File: src/rtl/chan_rr_scheduler_if.sv
// Request/response bundle between CHANNEL requesters, the round-robin scheduler
// and the shared downstream slot.
//
// Handshake: a word moves when valid and ready are both 1 on a rising clk edge.
// A requester keeps valid and data stable until that edge. req_ready never
// waits on valid, and out_ready may be held high without a word present.
interface chan_rr_scheduler_if #(
   parameter int WIDTH   = 32,
   parameter int CHANNEL = 5
);
   localparam int CHAN_W = (CHANNEL > 1) ? $clog2(CHANNEL) : 1;

   logic [CHANNEL-1:0]       req_valid;
   logic [CHANNEL*WIDTH-1:0] req_data;
   logic [CHANNEL-1:0]       req_ready;
   logic                     out_valid;
   logic [WIDTH-1:0]         out_data;
   logic [CHAN_W-1:0]        out_chan;
   logic                     out_ready;

   modport master (
      output req_valid, req_data, out_ready,
      input  req_ready, out_valid, out_data, out_chan
   );

   modport slave (
      input  req_valid, req_data, out_ready,
      output req_ready, out_valid, out_data, out_chan
   );
endinterface

File: src/rtl/chan_rr_scheduler.sv
// Round-robin scheduler with burst lock that shares one registered output slot
// among CHANNEL requesters; the output word carries its source channel tag.
module chan_rr_scheduler #(
   parameter int WIDTH   = 32,
   parameter int CHANNEL = 5,
   parameter int BURST   = 4
) (
   input  logic                  clk,
   input  logic                  rst,
   chan_rr_scheduler_if.slave    bus_io,
   output logic                  locked_o
);
   localparam int CHAN_W = (CHANNEL > 1) ? $clog2(CHANNEL) : 1;

   typedef enum logic {S_IDLE = 1'b0, S_LOCK = 1'b1} state_e;

   state_e              state_q, state_d;
   logic [CHAN_W-1:0]   ptr_q, ptr_d;
   logic [CHAN_W-1:0]   lock_ch_q, lock_ch_d;
   logic [7:0]          beat_cnt_q, beat_cnt_d;
   logic                out_valid_q, out_valid_d;
   logic [WIDTH-1:0]    out_data_q, out_data_d;
   logic [CHAN_W-1:0]   out_chan_q, out_chan_d;

   logic                slot_free, lock_hold, found, xfer;
   logic [CHAN_W-1:0]   start, idx, sel;
   logic [7:0]          beat_inc;
   logic [CHANNEL-1:0]  req_ready;
   logic [WIDTH-1:0]    words [CHANNEL];

   function automatic logic [CHAN_W-1:0] wrap_inc(input logic [CHAN_W-1:0] c);
      return (c == CHAN_W'(CHANNEL - 1)) ? '0 : c + 1'b1;
   endfunction

   for (genvar g = 0; g < CHANNEL; g++) begin : g_unpack
      assign words[g] = bus_io.req_data[g*WIDTH +: WIDTH];
   end

   // A lock whose channel has dropped valid releases in the same cycle and the
   // search resumes just past it, so another requester loses no beat.
   always_comb begin
      slot_free = !out_valid_q || bus_io.out_ready;
      lock_hold = (state_q == S_LOCK) && bus_io.req_valid[lock_ch_q];
      start     = (state_q == S_LOCK) ? wrap_inc(lock_ch_q) : ptr_q;
      found     = lock_hold;
      sel       = lock_ch_q;
      idx       = start;
      for (int k = 0; k < CHANNEL; k++) begin
         if (!found && bus_io.req_valid[idx]) begin
            found = 1'b1;
            sel   = idx;
         end
         idx = wrap_inc(idx);
      end
      xfer      = slot_free && found && !rst;
      req_ready = '0;
      if (xfer) req_ready[sel] = 1'b1;
   end

   always_comb begin
      state_d     = state_q;
      ptr_d       = ptr_q;
      lock_ch_d   = lock_ch_q;
      beat_cnt_d  = beat_cnt_q;
      out_valid_d = out_valid_q;
      out_data_d  = out_data_q;
      out_chan_d  = out_chan_q;
      beat_inc    = beat_cnt_q + 8'd1;

      if (state_q == S_LOCK && !bus_io.req_valid[lock_ch_q] && slot_free) begin
         state_d    = S_IDLE;
         beat_cnt_d = '0;
      end

      if (xfer) begin
         out_valid_d = 1'b1;
         out_data_d  = words[sel];
         out_chan_d  = sel;
         ptr_d       = wrap_inc(sel);
         if (lock_hold) begin
            if (beat_inc == 8'(BURST)) begin
               state_d    = S_IDLE;
               beat_cnt_d = '0;
            end else begin
               beat_cnt_d = beat_inc;
            end
         end else begin
            lock_ch_d  = sel;
            beat_cnt_d = 8'd1;
            state_d    = (BURST > 1) ? S_LOCK : S_IDLE;
         end
      end else if (bus_io.out_ready) begin
         out_valid_d = 1'b0;
      end
   end

   always_ff @(posedge clk or posedge rst) begin
      if (rst) begin
         state_q     <= S_IDLE;
         ptr_q       <= '0;
         lock_ch_q   <= '0;
         beat_cnt_q  <= '0;
         out_valid_q <= 1'b0;
         out_data_q  <= '0;
         out_chan_q  <= '0;
      end else begin
         state_q     <= state_d;
         ptr_q       <= ptr_d;
         lock_ch_q   <= lock_ch_d;
         beat_cnt_q  <= beat_cnt_d;
         out_valid_q <= out_valid_d;
         out_data_q  <= out_data_d;
         out_chan_q  <= out_chan_d;
      end
   end

   assign bus_io.req_ready = req_ready;
   assign bus_io.out_valid = out_valid_q;
   assign bus_io.out_data  = out_data_q;
   assign bus_io.out_chan  = out_chan_q;
   assign locked_o         = (state_q == S_LOCK);
endmodule

File: src/flat_wrapper.sv
// flat-port wrapper written by rule: the top's interface ports become plain ports
module chan_rr_scheduler_flat 
#(
   parameter int WIDTH   = 32,
   parameter int CHANNEL = 5,
   parameter int BURST   = 4
)
  (clk, rst, locked_o, bus_io_req_valid, bus_io_req_data, bus_io_out_ready, bus_io_req_ready, bus_io_out_valid, bus_io_out_data, bus_io_out_chan);
  chan_rr_scheduler_if #(.WIDTH(WIDTH), .CHANNEL(CHANNEL)) bus_io_i ();
  input  logic clk;
  input  logic rst;
  output logic locked_o;
  input wire logic [$bits(bus_io_i.req_valid)-1:0] bus_io_req_valid;
  input wire logic [$bits(bus_io_i.req_data)-1:0] bus_io_req_data;
  input wire logic [$bits(bus_io_i.out_ready)-1:0] bus_io_out_ready;
  output wire logic [$bits(bus_io_i.req_ready)-1:0] bus_io_req_ready;
  output wire logic [$bits(bus_io_i.out_valid)-1:0] bus_io_out_valid;
  output wire logic [$bits(bus_io_i.out_data)-1:0] bus_io_out_data;
  output wire logic [$bits(bus_io_i.out_chan)-1:0] bus_io_out_chan;
  assign bus_io_i.req_valid = bus_io_req_valid;
  assign bus_io_i.req_data = bus_io_req_data;
  assign bus_io_i.out_ready = bus_io_out_ready;
  assign bus_io_req_ready = bus_io_i.req_ready;
  assign bus_io_out_valid = bus_io_i.out_valid;
  assign bus_io_out_data = bus_io_i.out_data;
  assign bus_io_out_chan = bus_io_i.out_chan;
  chan_rr_scheduler #(.WIDTH(WIDTH), .CHANNEL(CHANNEL), .BURST(BURST)) u_core (.clk(clk), .rst(rst), .bus_io(bus_io_i), .locked_o(locked_o));
endmodule
File: config.mk
export PLATFORM = sky130hd
export DESIGN_NAME = chan_rr_scheduler_flat
export DESIGN_NICKNAME = d
export VERILOG_FILES = /design/src/rtl/chan_rr_scheduler_if.sv /design/src/rtl/chan_rr_scheduler.sv /design/src/flat_wrapper.sv
export SDC_FILE = /design/constraint.sdc
export NUM_CORES = 1
export LEC_CHECK = 0
export ABC_AREA = 1
export BUFFER_PORTS_ARGS = -buffer_cell sky130_fd_sc_hd__buf_2
export CORE_MARGIN = 3
export CORE_UTILIZATION = 52
export CTS_BUF_LIST = sky130_fd_sc_hd__clkbuf_8
export DETAILED_ROUTE_END_ITERATION = 8
export GPL_TIMING_DRIVEN = 0
export PLACE_DENSITY = 0.86
export SYNTH_ARGS = -nofsm -noshare
export SYNTH_HDL_FRONTEND = slang
export SYNTH_SLANG_ARGS = --single-unit
File: constraint.sdc
create_clock -name clk -period 5.3 [get_ports clk]
set_input_delay 0.53 -clock clk [delete_from_list [all_inputs] [get_ports clk]]
set_output_delay 0.53 -clock clk [all_outputs]
set_load 0.01 [all_outputs]
# After elaboration in Yosys (flattened, before gate mapping)
# Index checks and enable logic that the tools add are counted.
[totals]
reg_bits = 51
in_bits = 168
wordCells = 100
[classes]
addsub = 7
magnitude_cmp = 9
n_eq_ne = 7
muxes = 45
bitwise = 2
reduce_logical = 23
[ops]
columns = ["op", "count"]
rows = [
  ["$bmux W32 S3", 1],
  ["$mux W32", 2],
  ["$mux W3", 12],
  ["$mux W8", 4],
  ["$lt A3 B4 Y1 const B", 7],
  ["$add A3 B1 Y3 const B", 6],
  ["$bmux W1 S3", 6],
  ["$eq A3 B3 Y1 const B", 6],
  ["$mux W1", 18],
  ["$logic_and A1 B1 Y1", 11],
  ["$add A8 B1 Y8 const B", 1],
  ["$eq A8 B3 Y1 const B", 1],
  ["$logic_not A1 Y1", 8],
  ["$mux W5", 1],
  ["$ge A4 B4 Y1 const B", 1],
  ["$not A3 Y4", 1],
  ["$reduce_bool A2 Y1", 2],
  ["$demux W1 S3", 1],
  ["$ge A3 B1 Y1 const B", 1],
  ["$reduce_and A2 Y1", 1],
  ["$logic_or A1 B1 Y1", 1],
  ["$not A1 Y1", 1],
]

# Logic depth before layout (Yosys ltp)
[depth]
depth_word = 24
mapped_depth = 33

# Worst setup path before layout
# Ideal clock, no wire load.
[synth_path]
path_type = "reg-to-output"
from = "register u_core.lock_ch_q[0]"
to = "output bus_io_req_ready[1]"
t_arrival_ps = 3909
slack_ps = 861
path_stages_with_launch = 29
path_buffers = 2
path_cell_list = "dfrtp_1 -> inv_1 -> ha_1 -> nand2_1 -> nand3_1 -> nand2_2 -> inv_2 -> ha_1 -> nand3_2 -> nand2_4 -> inv_1 -> ha_1 -> nand2_4 -> inv_1 -> ha_1 -> nor2_1 -> nand2_2 -> nand2_4 -> nand2_2 -> nand2_4 -> nand3_1 -> or2_1 -> nand3_1 -> nand2_1 -> nor2_2 -> buf_4 -> buf_4 -> nand2_1 -> nor2_1"
[synth_via]
elab_chain_cells = 24
[synth_lines]
columns = ["element", "line", "source"]
rows = [
  ["from (decl)", "chan_rr_scheduler.sv:19", "logic [CHAN_W-1:0] lock_ch_q, lock_ch_d;"],
  ["from (signal assigned)", "chan_rr_scheduler.sv:109", "lock_ch_q <= lock_ch_d;"],
  ["branches (longest 23 deep; another with $add A3 B1 Y3)", "-", ""],
  ["$mux W5 (*)", "chan_rr_scheduler.sv:57", "if (xfer) req_ready[sel] = 1'b1;"],
  ["to (decl)", "flat_wrapper.sv:16", "output wire logic [$bits(bus_io_i.req_ready)-1:0] bus_io_req_ready;"],
]
# Every way passes the cells marked *. The select of a mux whose other input is x is not followed.

# Worst setup path in the final report
[layout_path]
from = "register u_core.lock_ch_q[0]"
to = "output bus_io_req_ready[3]"
[layout_via]
elab_chain_cells = 24
[layout_lines]
columns = ["element", "line", "source"]
rows = [
  ["branches (longest 18 deep; another with $add A3 B1 Y3)", "-", ""],
  ["$mux W3 (*)", "chan_rr_scheduler.sv:49", "if (!found && bus_io.req_valid[idx]) begin"],
  ["net u_core.sel[0]", "chan_rr_scheduler.sv:26", "logic [CHAN_W-1:0] start, idx, sel;"],
  ["$lt A3 B4 Y1 (implied by the code) / $ge A3 B1 Y1 (equally long branches)", "chan_rr_scheduler.sv:57", ""],
  ["$logic_and A1 B1 Y1 (implied by the code)", "chan_rr_scheduler.sv:57", ""],
  ["$mux W1 (implied by the code)", "chan_rr_scheduler.sv:57", ""],
  ["$demux W1 S3 (*)", "-", ""],
  ["$mux W5 (*)", "chan_rr_scheduler.sv:57", ""],
]
# Mark *: on every way through the listed nets, which the timed path passes. The select of a mux whose other input is x is not followed.

==> impl_metrics.csv <==
group,metric,value,unit
floorplan,die_w,109,microns
min_path,hold_class,"in2async",
global_routing,grt_pass1_wl,27.0,mm
global_routing,grtUsageTotal,27.9,%
yosys,yosysTopAreaCellShare,23.0,%
floorplan,initial_core_util,53.6,%
yosys,yosysUniqueCellTypes,37,
global_routing,grt_antenna_before_repair,0,
yosys,synth_seq_cells,51,
critical_path,worst_setup_path_end_kind,"output port",
clock_tree,root_buffer,"clkbuf_8",
floorplan,die-area,12000,sq um
yosys,syn_inst,941,
finish,final_cell_count_no_fill,1299,
finish,fillers,999,
yosys,synth_edf_count,0,
run,drv_cap,0,
clock_tree,cts_sinks,51,
clock_tree,clk_path_buf_depth,2,
floorplan,ios,210,
drt,ant_nets,0,
timing,max_slew_margin,51.6,%
yosys,ys_warn_count,0,
timing,post-route-period-util,93.7,%
placement,io_buffers,209,
timing,drv_slew,0,
floorplan,num_rows,37,
yosys,synth_ff_type,"dfrtp_1",
outcome,outcome,"finished, final reports clean",
timing,final-setup-viol-count,0,
yosys,ys_seq_area_share,23.0,%
drt,drc,0,
critical_path,worstSetupPathType,"reg2out",
global_routing,grt.overflow.total,0,
finish,synthToLayoutAreaGrowth,25.5,%
finish,drive_gt1_share,30.4,%
drt,dr.pass1.iters,5,
drt,wl,17.2,mm
drt,drt_iter0_drc,495,
finish,antenna_cells,0,
critical_path,critPathTopFamily,"simple AND/OR/NAND/NOR gates",
critical_path,cp_slowest_stage_delay,430,ps
timing,hold_viol,0,
clock_tree,ctsHoldBuffers,0,
finish,final_cell_mix,"nand2_1, buf_2, inv_1",
yosys,synth.top_cells.by_area,"dfrtp_1, nand2_1, inv_1, nand3_1, nor2_1",
critical_path,critPathBufInv,6,
critical_path,crit_arrival,4430,ps
critical_path,cpMaxStageDelayCell,"dfrtp_1",
yosys,synth_top_cell_by_area,"dfrtp_1",
yosys,synth_fp_nets,1120,
floorplan,die_h,109,microns
finish,final_nets,1341,
critical_path,startpoint_type,"register",
placement,hpwl,13.9,mm
timing,period_needed,4960,ps
placement,gp_congestion,0.889,
floorplan,coreArea,10400,sq um
clock_tree,cts_buffers,5,
global_routing,first_global_vias,5928,
yosys,synthArstFlopShare,100,%
clock_tree,cts_tree,"done",
critical_path,cp_common_cell,"nand2_4",
timing,fin_setup_tns,0,ps
drt,wl_per_cell,13.3,microns
critical_path,cp_max_fo,10,
timing,fmax,201,MHz
yosys,avgSynthCellArea,5.91,sq um
timing,worstMarginPinSlew,721,ps
critical_path,r2r.worst_path.cells,30,
placement,dp_cells,1287,
clock_tree,insertion_delay,310,ps
timing,fin_skew,12.1,ps
drt,num_vias,6423,
finish,final_common_cell,"nand2_1",
global_routing,grt_max_degree,34,
clock_tree,path_clk_slew,100,ps
drt,vias_per_cell,4.94,
critical_path,cp.required,4770,ps
critical_path,critPathLaunch,"u_core.lock_ch_q[0]$_DFFE_PP0P_",
clock_tree,cts_htree_levels,2,
critical_path,critical_path_depth,29,
yosys,synth_area,5560,sq um
critical_path,regToRegStartpoint,"u_core.lock_ch_q[0]$_DFFE_PP0P_",
## repair_timing
action	CTS	global route
endpoints found under the setup margin	5	5
pin swaps	2	1
gates resized for setup	4	13
setup buffers	4	1
endpoints found under the hold margin	0	0
## area by class of cell
| class | count | area (sq um) | share of cell area, % |
|---|---|---|---|
| multi-input cells | 651 | 3310 | 47.5 |
| flip-flops and latches | 51 | 1280 | 18.3 |
| repair buffers | 215 | 1100 | 15.8 |
| inverters | 205 | 774 | 11.1 |
| plain buffers | 33 | 255 | 3.66 |
| well taps | 136 | 170 | 2.44 |
| clock buffers | 5 | 68.8 | 0.986 |
| clock inverters | 3 | 16.3 | 0.233 |
## state kept, by name, indices dropped and copies added (netlist names)
register and count:
u_core.bus_io.out_data 32, u_core.beat_cnt_q 8, u_core.bus_io.out_chan 3, u_core.lock_ch_q 3, u_core.ptr_q 3, u_core.bus_io.out_valid 1, u_core.locked_o 1
## synthesized netlist by cell type, types with 6 or more instances
| cell type | instances |
|---|---|
| nand2_1 | 287 |
| inv_1 | 194 |
| nand3_1 | 145 |
| nor2_1 | 83 |
| dfrtp_1 | 51 |
| or2_2 | 32 |
| nand2_4 | 15 |
| buf_2 | 12 |
| buf_6 | 12 |
| ha_1 | 11 |
| nand2_2 | 11 |
| inv_2 | 10 |
| nand4_1 | 10 |
| buf_4 | 7 |
| nand3_2 | 7 |
| o21ai_0 | 7 |
| xor2_1 | 7 |
| o21ai_1 | 6 |
| o22ai_1 | 6 |
## stage by stage
| stage | area [sq um] | hold slack (ps) | setup WS [ps] | utilization [%] |
|---|---|---|---|---|
| finish | 6980 | 199 | 336 | 67.3 |
| global route | 6980 | 223 | -9.96 | 67.3 |
| CTS | 6920 | 218 | 14.2 | 66.7 |
| detailed placement | 6800 | 465 | 165 | 65.5 |
| global placement | 6780 | 461 | 221 | 65.3 |
| floorplan | 5560 | 449 | 861 | - |
## routing by layer
| metal | up-vias | share of wire, % | global-route usage (%) |
|---|---|---|---|
| li1 | 3275 | - | - |
| met1 | 2822 | 41 | 35.3 |
| met2 | 293 | 48 | 48.3 |
| met3 | 33 | 8.3 | 5.05 |
| met4 | 0 | 2.5 | 8.10 |
| met5 | - | 0 | 0 |
## cells by family (layout without fill, tap and decap cells)
kind of cell / after synthesis / in the layout / synth area share [%]
AND/OR/NAND/NOR: 603 / 603 / 51.4
buffers and inverters: 239 / 461 / 18.5
flip-flops: 51 / 51 / 23.0
AO/OA/AOI/OAI: 30 / 30 / 3.49
adder cells (fa/ha/maj): 11 / 11 / 2.48
XOR/XNOR: 7 / 7 / 1.10
## path summary, 6_finish.rpt
kind | slack, ps | end
min in group clk | 420 | u_core.bus_io.out_valid$_DFFE_PP0P_
worst min-delay path | 200 | u_core.bus_io.out_data[28]$_DFFE_PP0P_
worst max register to register | 870 | u_core.bus_io.out_data[6]$_DFFE_PP0P_
worst max-delay path | 340 | bus_io_req_ready[3]
worst min register to register | 480 | u_core.bus_io.out_chan[0]$_DFFE_PP0P_
max in group asynchronous | 4550 | u_core.beat_cnt_q[4]$_DFFE_PP0P_
Power is not shown: default switching activity piles up to over one toggle a cycle in this logic, so the estimate is an artifact.
